### src/rtl/inst_loader.sv
// ---------------------------------------------------------------------------
// inst_loader
//
// Boot/run controller placed in front of the pipelined core. A session takes
// a program of load_len words off a valid/ready stream and writes it into the
// instruction RAM starting at address 0. The core is held in reset during the
// load, then released. The controller counts run cycles until the core
// reports halt_rise, or aborts the run when an optional cycle cap is reached.
//
// Ports:
//   clk, reset        clock and synchronous active-high reset
//   start             begin a session (honoured only in IDLE or ERR)
//   load_len          program length in words, legal 1..2^PC_WIDTH
//   run_limit         run-cycle cap, 0 = unlimited
//   in_valid/in_ready/in_data   instruction word stream
//   ram_wr_en/ram_addr/ram_wr_data   instruction RAM write port
//   core_reset        reset to the core (low only while running)
//   halt_rise         one-cycle halt pulse from the core
//   busy/done/error/err_code    session status
//   cycle_cnt         run cycles of the most recent session
// ---------------------------------------------------------------------------
module inst_loader #(
    parameter int DATA_WIDTH = 16,
    parameter int PC_WIDTH   = 8,
    parameter int CNT_WIDTH  = 16
) (
    input  logic                  clk,
    input  logic                  reset,
    input  logic                  start,
    input  logic [PC_WIDTH:0]     load_len,
    input  logic [CNT_WIDTH-1:0]  run_limit,
    input  logic                  in_valid,
    input  logic [DATA_WIDTH-1:0] in_data,
    output logic                  in_ready,
    output logic                  ram_wr_en,
    output logic [PC_WIDTH-1:0]   ram_addr,
    output logic [DATA_WIDTH-1:0] ram_wr_data,
    output logic                  core_reset,
    input  logic                  halt_rise,
    output logic                  busy,
    output logic                  done,
    output logic                  error,
    output logic [1:0]            err_code,
    output logic [CNT_WIDTH-1:0]  cycle_cnt
);

    typedef enum logic [2:0] {
        S_IDLE,
        S_LOAD,
        S_RELEASE,
        S_RUN,
        S_DONE,
        S_ERR
    } state_t;

    localparam logic [PC_WIDTH:0] MAX_LEN = {1'b1, {PC_WIDTH{1'b0}}};
    localparam logic [1:0] ERR_NONE    = 2'b00;
    localparam logic [1:0] ERR_LEN     = 2'b01;
    localparam logic [1:0] ERR_TIMEOUT = 2'b10;

    state_t                  state_reg;
    logic [PC_WIDTH:0]       words_left_reg;
    logic [PC_WIDTH-1:0]     wr_addr_reg;
    logic [CNT_WIDTH-1:0]    run_limit_reg;
    logic [CNT_WIDTH-1:0]    cycle_cnt_reg;
    logic                    ram_wr_en_reg;
    logic [PC_WIDTH-1:0]     ram_addr_reg;
    logic [DATA_WIDTH-1:0]   ram_wr_data_reg;
    logic [1:0]              err_code_reg;

    logic                    len_ok;
    logic [CNT_WIDTH-1:0]    cycle_cnt_next;

    assign len_ok = (load_len != '0) && (load_len <= MAX_LEN);

    // Saturating increment: a runaway program with no cap parks at all-ones.
    assign cycle_cnt_next = (cycle_cnt_reg == '1) ? cycle_cnt_reg
                                                  : cycle_cnt_reg + 1'b1;

    always_ff @(posedge clk) begin
        if (reset) begin
            state_reg       <= S_IDLE;
            words_left_reg  <= '0;
            wr_addr_reg     <= '0;
            run_limit_reg   <= '0;
            cycle_cnt_reg   <= '0;
            ram_wr_en_reg   <= 1'b0;
            ram_addr_reg    <= '0;
            ram_wr_data_reg <= '0;
            err_code_reg    <= ERR_NONE;
        end else begin
            // Write strobe is a single-cycle pulse per accepted word.
            ram_wr_en_reg <= 1'b0;

            case (state_reg)
                S_IDLE, S_ERR: begin
                    if (start) begin
                        if (len_ok) begin
                            state_reg      <= S_LOAD;
                            words_left_reg <= load_len;
                            wr_addr_reg    <= '0;
                            run_limit_reg  <= run_limit;
                            cycle_cnt_reg  <= '0;
                            err_code_reg   <= ERR_NONE;
                        end else begin
                            state_reg    <= S_ERR;
                            err_code_reg <= ERR_LEN;
                        end
                    end
                end

                S_LOAD: begin
                    if (in_valid) begin
                        ram_wr_en_reg   <= 1'b1;
                        ram_addr_reg    <= wr_addr_reg;
                        ram_wr_data_reg <= in_data;
                        // Wraps to 0 after the top address on a full load.
                        wr_addr_reg     <= wr_addr_reg + 1'b1;
                        words_left_reg  <= words_left_reg - 1'b1;
                        if (words_left_reg == {{PC_WIDTH{1'b0}}, 1'b1}) begin
                            state_reg <= S_RELEASE;
                        end
                    end
                end

                // The final write is on the RAM port during this cycle, so the
                // core stays in reset one more cycle before it may fetch.
                S_RELEASE: begin
                    state_reg <= S_RUN;
                end

                S_RUN: begin
                    cycle_cnt_reg <= cycle_cnt_next;
                    if (halt_rise) begin
                        state_reg <= S_DONE;
                    end else if ((run_limit_reg != '0) &&
                                 (cycle_cnt_next == run_limit_reg)) begin
                        state_reg    <= S_ERR;
                        err_code_reg <= ERR_TIMEOUT;
                    end
                end

                S_DONE: begin
                    state_reg <= S_IDLE;
                end

                default: begin
                    state_reg <= S_IDLE;
                end
            endcase
        end
    end

    // Status outputs are pure decodes of the state register.
    assign in_ready    = (state_reg == S_LOAD);
    assign core_reset  = (state_reg != S_RUN);
    assign busy        = (state_reg == S_LOAD) || (state_reg == S_RELEASE) ||
                         (state_reg == S_RUN);
    assign done        = (state_reg == S_DONE);
    assign error       = (state_reg == S_ERR);
    assign err_code    = err_code_reg;
    assign cycle_cnt   = cycle_cnt_reg;
    assign ram_wr_en   = ram_wr_en_reg;
    assign ram_addr    = ram_addr_reg;
    assign ram_wr_data = ram_wr_data_reg;

endmodule

### config.mk
export PLATFORM = sky130hd
export DESIGN_NAME = inst_loader
export DESIGN_NICKNAME = d
export VERILOG_FILES = /design/src/rtl/inst_loader.sv
export SDC_FILE = /design/constraint.sdc
export NUM_CORES = 1
export LEC_CHECK = 0
export CORE_MARGIN = 2
export CORE_UTILIZATION = 43
export DETAILED_ROUTE_END_ITERATION = 10
export PLACE_DENSITY = 0.7
export SLEW_MARGIN = 20
export SYNTH_ARGS = -nofsm -noshare
export SYNTH_HDL_FRONTEND = slang
export SYNTH_SLANG_ARGS = --single-unit
### constraint.sdc
create_clock -name clk -period 3.1 [get_ports clk]
set_input_delay 0.93 -clock clk [delete_from_list [all_inputs] [get_ports clk]]
set_output_delay 0.93 -clock clk [all_outputs]
set_load 0.02 [all_outputs]
==> flow_results.org <==
** Run status
- The run finished with clean final reports.

** Global routing
- Wire length of the first global-routing pass :: between 15 and 20 mm
- Initial antenna violation count :: 0
- GRT Resource Usage Total :: 0.237
- The via count of the first global-routing pass was 4062.
- Largest net degree at the start of global routing :: 44
- Summed over all layers, the global routing overflow is 0.

** STA
- Tcrit/Tclk final :: 0.949
- Actual transition at the worst max-transition pin :: 0.859 ns
- RSZ-0062 raised after global routing :: no
- In this run the tightest slew margin relative to its limit is 0.427.
- The worst path needs 2.94 ns of the cycle, external delays included.
- Based on the critical path, the design can be clocked at up to 340 MHz.
- The number of failing hold endpoints at the final stage came to 0.
- Post-route setup TNS :: 0 ns
- Across the routed clock network, the largest skew measured is 0.00696 ns.
- Final setup violation count :: 0
- Final count of pins violating max slew :: 0
- Setup WS post-layout :: 0.158 ns
- Across all hold checks on the routed design, the worst slack comes to between 0.4 and 0.5 ns.

** Finish
- Area of all placed cells without fillers :: 0.00560 mm2
- In the final layout, the multi-input gates occupy 0.00236 mm2.
- Register area :: approximately 0.0016 mm2
- Fill cell instance count of the final layout :: 873
- The number of antenna diodes in the final layout is 0.
- Fraction of layout cells with a size suffix above 1 :: 0.0938
- From synthesis to final layout, the design area changed by 35.2%.
- The final layout contains 695 nets.
- After the flow finishes, the layout carries non-filler instances totaling 779.
- Final design utilization :: 0.603

** Setup path
- Traced cell by cell, the critical path runs through inv_1 > nor2_1 > and2_1 > clkdlybuf4s50_1.
- In this run the number of cells on the critical path is 4.
- Number of cells traversed by the worst register-to-register path :: 7
- CP endpoint kind :: primary output
- Slowest library cell on the worst path :: sky130_fd_sc_hd__clkdlybuf4s50_1
- Worst setup path class :: reg -> out
- CP Data Required Time :: 2.17 ns
- Count of buffering cells on the critical path with inverters included :: 2
- Kind of launch point of the worst setup path :: register
- The cell family contributing the most delay on the critical path is buffers and inverters.
- Crit path max fanout :: 10
- Arrival time at the worst endpoint :: 2.01 ns
- On the worst path, the slowest cell contributes a delay of 0.62 ns.

** Clock tree
- Clock transition time at the flip-flop clock pins of the worst setup and hold paths :: roughly 0.090 ns
- Hold-fix buffer count after cts :: 0
- The H-tree was split into 3 levels.
- TritonCTS created 9 clock buffers.
- TritonCTS clock tree :: yes
- Clock Tree Root :: sky130_fd_sc_hd__clkbuf_8
- Number of resized instances in the post-cts repair step :: 0
- Buffers added to address setup during post-CTS repair amount to 0.
- At the later pin of the worst-skew pair, clock insertion delay measures 0.35 ns.
- The clock passes through at most 2 buffers.
- Clock tree synthesis found a total of 79 sinks.

** Power
- Net switching power figure :: 1.27 mW
- Switching power as a share of total power :: 0.366
- Final Power :: 3.46 mW
- For this design the static power due to leakage is around 2.1 nW.
- IR analysis of the VDD net gives a maximum drop of 0.404 mV.
- The share of total power dissipated in sequential elements is 0.369.
- Of the total power, the clock network draws 0.261.
- In this run the power density over the cells is 619 mW/mm2.
- Internal power summed over all cells :: 2.20 mW
- The share of total power dissipated in combinational logic is 0.370.

** Hold path
- Hold Crit Class :: reg -> reg
- WHS Path Cells :: 2

** Place
- After legalization and detailed placement, the total HPWL measured between 8 and 9 mm.
- Routability-driven placement finished with a final weighted congestion of 0.966.
- Port Buffers :: 93
- Counting tap cells, the placed design contains a total of roughly 760 instances.
- Setup Slack @ Placement :: -0.00322 ns
- Placed Instance Area :: 0.00537 mm2

** Detailed routing
- Antenna Violating Nets Remaining :: 0
- In the final routed layout, each cell accounts on average for 15.1 um.
- The first TritonRoute pass finished after 5 iterations.
- Overall routed net length :: about 12 mm
- The first routing iteration left 156 violations.
- Via-per-instance ratio :: 5.49
- The detailed router placed 4278 vias in this run.
- In the routed design, unresolved DRC markers number 0.

** Yosys
- Sequential-to-total area share from yosys stat :: 0.382
- Synth Area in Compound Gates :: 0.191
- In the synthesized netlist, the number of instances is 540.
- After synthesis, the largest family of logic cells by area is simple AND/OR/NAND/NOR gates.
- The Yosys step of the flow raised 0 warnings.
- Share of synthesized area spent on multiplexers :: 0.0435
- Of the total synthesized cell area, the portion taken by AND, OR, NAND and NOR gates is 0.280.
- Ranked by total cell area, the synthesized netlist is headed by sky130_fd_sc_hd__dfxtp_1 (38%), sky130_fd_sc_hd__nand2_1 (7.8%), sky130_fd_sc_hd__a21oi_1 (6.9%), sky130_fd_sc_hd__nor2_1 (5.2%), sky130_fd_sc_hd__mux2i_1 (4.4%).
- In this run the mean area of a mapped cell was 7.67 um2.
- Fraction of registers with async set/reset :: 0
- Cell Area, Synth :: between 0.004 and 0.005 mm2
- Syn nets :: 590
- Number of storage elements in the synthesis netlist :: 79
- The synthesized design contains 0 enable-type register cells.
- Adder-Cell Fraction of Synth Area :: 0.0121
- Number of library cell types mapped by synthesis :: 55
- The share of synthesized area in the top cell type comes to 0.382.
- Fraction of synthesized cell area in xor and xnor cells :: 0.0444
- Most used flip-flop cell after synthesis :: sky130_fd_sc_hd__dfxtp_1
- The synthesized design spends more area on one cell type than any other, namely sky130_fd_sc_hd__dfxtp_1.

** Floorplanning
- Horizontal die dimension :: 102 um
- The floorplan has 35 rows.
- Total Die Area :: about 0.010 mm2
- In this run the standard cell core region covers 0.00928 mm2.
- # IOs :: 94
- Effective utilization at floorplan :: 0.446
- The floorplan step set the die height to 102 um.

** Job
- Max-capacitance violation count :: 0
-- power groups by stage --
stage / Sequential, mW / Combinational, mW / Clock, mW
3_5_place_dp: 1.30 / 1.27 / 0
3_3_place_gp: 1.29 / 1.25 / 0
5_1_grt: 1.30 / 1.42 / 0.960
2_1_floorplan: 1.28 / 0.824 / 0
4_1_cts: 1.28 / 1.28 / 0.917
6_report: 1.28 / 1.28 / 0.903
-- placed cells by master, fill, tap and decap left out, types with 2 or more instances in the layout --
| cell type | instances |
|---|---|
| sky130_fd_sc_hd__clkdlybuf4s50_1 | 92 |
| sky130_fd_sc_hd__nand2_1 | 86 |
| sky130_fd_sc_hd__dfxtp_1 | 79 |
| sky130_fd_sc_hd__nor2_1 | 57 |
| sky130_fd_sc_hd__a21oi_1 | 57 |
| sky130_fd_sc_hd__buf_4 | 37 |
| sky130_fd_sc_hd__o21ai_0 | 36 |
| sky130_fd_sc_hd__mux2i_1 | 18 |
| sky130_fd_sc_hd__nor3_1 | 14 |
| sky130_fd_sc_hd__nor4_1 | 14 |
| sky130_fd_sc_hd__nand3_1 | 14 |
| sky130_fd_sc_hd__xor2_1 | 13 |
| sky130_fd_sc_hd__inv_1 | 11 |
| sky130_fd_sc_hd__nand4_1 | 11 |
| sky130_fd_sc_hd__clkbuf_8 | 10 |
| sky130_fd_sc_hd__xnor2_1 | 8 |
| sky130_fd_sc_hd__and2_1 | 6 |
| sky130_fd_sc_hd__nand2b_1 | 6 |
| sky130_fd_sc_hd__and3_1 | 6 |
| sky130_fd_sc_hd__a22oi_1 | 6 |
| sky130_fd_sc_hd__and4_1 | 5 |
| sky130_fd_sc_hd__a211oi_1 | 5 |
| sky130_fd_sc_hd__nor2b_1 | 4 |
| sky130_fd_sc_hd__o2111ai_1 | 4 |
| sky130_fd_sc_hd__o21a_1 | 4 |
| sky130_fd_sc_hd__ha_1 | 4 |
| sky130_fd_sc_hd__a311oi_1 | 3 |
| sky130_fd_sc_hd__or3_1 | 3 |
| sky130_fd_sc_hd__inv_6 | 3 |
| sky130_fd_sc_hd__o32ai_1 | 2 |
| sky130_fd_sc_hd__o32a_1 | 2 |
| sky130_fd_sc_hd__nor3b_1 | 2 |
| sky130_fd_sc_hd__bufinv_16 | 2 |
-- layer usage --
| layer | part of all wire | vias to the layer above | global-route usage |
|---|---|---|---|
| met4 | 0.011 | 0 | 0.0595 |
| met2 | 0.48 | 141 | 0.389 |
| met1 | 0.44 | 2001 | 0.316 |
| met3 | 0.069 | 12 | 0.0547 |
| met5 | 0 | - | 0 |
| li1 | - | 2124 | - |
-- synthesized netlist by cell type, types with 2 or more instances --
cell	instances
sky130_fd_sc_hd__buf_2	11
sky130_fd_sc_hd__and2_1	6
sky130_fd_sc_hd__nor3b_1	2
sky130_fd_sc_hd__or3_1	3
sky130_fd_sc_hd__buf_1	3
sky130_fd_sc_hd__xor2_1	13
sky130_fd_sc_hd__and4_1	5
sky130_fd_sc_hd__a21oi_1	57
sky130_fd_sc_hd__and3_1	6
sky130_fd_sc_hd__o32a_1	2
sky130_fd_sc_hd__xnor2_1	8
sky130_fd_sc_hd__nand2_1	86
sky130_fd_sc_hd__o21a_1	4
sky130_fd_sc_hd__a311oi_1	3
sky130_fd_sc_hd__mux2i_1	18
sky130_fd_sc_hd__dfxtp_1	79
sky130_fd_sc_hd__nor3_1	14
sky130_fd_sc_hd__nand3_1	14
sky130_fd_sc_hd__nor2b_1	4
sky130_fd_sc_hd__ha_1	4
sky130_fd_sc_hd__o2111ai_1	4
sky130_fd_sc_hd__o21ai_0	36
sky130_fd_sc_hd__nand4_1	11
sky130_fd_sc_hd__nor4_1	14
sky130_fd_sc_hd__nand2b_1	6
sky130_fd_sc_hd__clkbuf_1	22
sky130_fd_sc_hd__inv_1	11
sky130_fd_sc_hd__nor2_1	57
sky130_fd_sc_hd__o32ai_1	2
sky130_fd_sc_hd__a22oi_1	6
sky130_fd_sc_hd__a211oi_1	5
-- kinds of logic (layout without fill, tap and decap cells) --
logic type,Yosys count,after routing
and+or+nand+nor,238,238
AOI/OAI and AO/OA,132,132
DFF,79,79
buffers and inverters,48,158
xor gates and xnor gates,21,21
muxes,18,18
adders and majority gates,4,4
-- worst register-to-register path: cells and delay by family (launching register included) --
family | cells | cell delay (ns)
flops | 1 | 0.55
simple gates | 5 | 1.87
compound gates | 2 | 0.38
-- layout make-up --
cell class	count	area share
Clock inverter	5	0.0154
Sequential cell	79	0.282
Timing Repair Buffer	131	0.219
Inverter	11	0.00737
Multi-Input combinational cell	413	0.422
Clock buffer	11	0.0253
Tap cell	129	0.0288
-- path summary, 6_finish.rpt --
path / slack, ns / to / start
min reg2reg: 0.46 / ram_wr_data[5] / ram_wr_data[5]
max reg2reg: 0.19 / err_code[0] / cycle_cnt[8]
min: 0.46 / ram_wr_data[5] / ram_wr_data[5]
max: 0.16 / error / state_reg[2]
No activity file was read; power rests on OpenSTA's default activity.
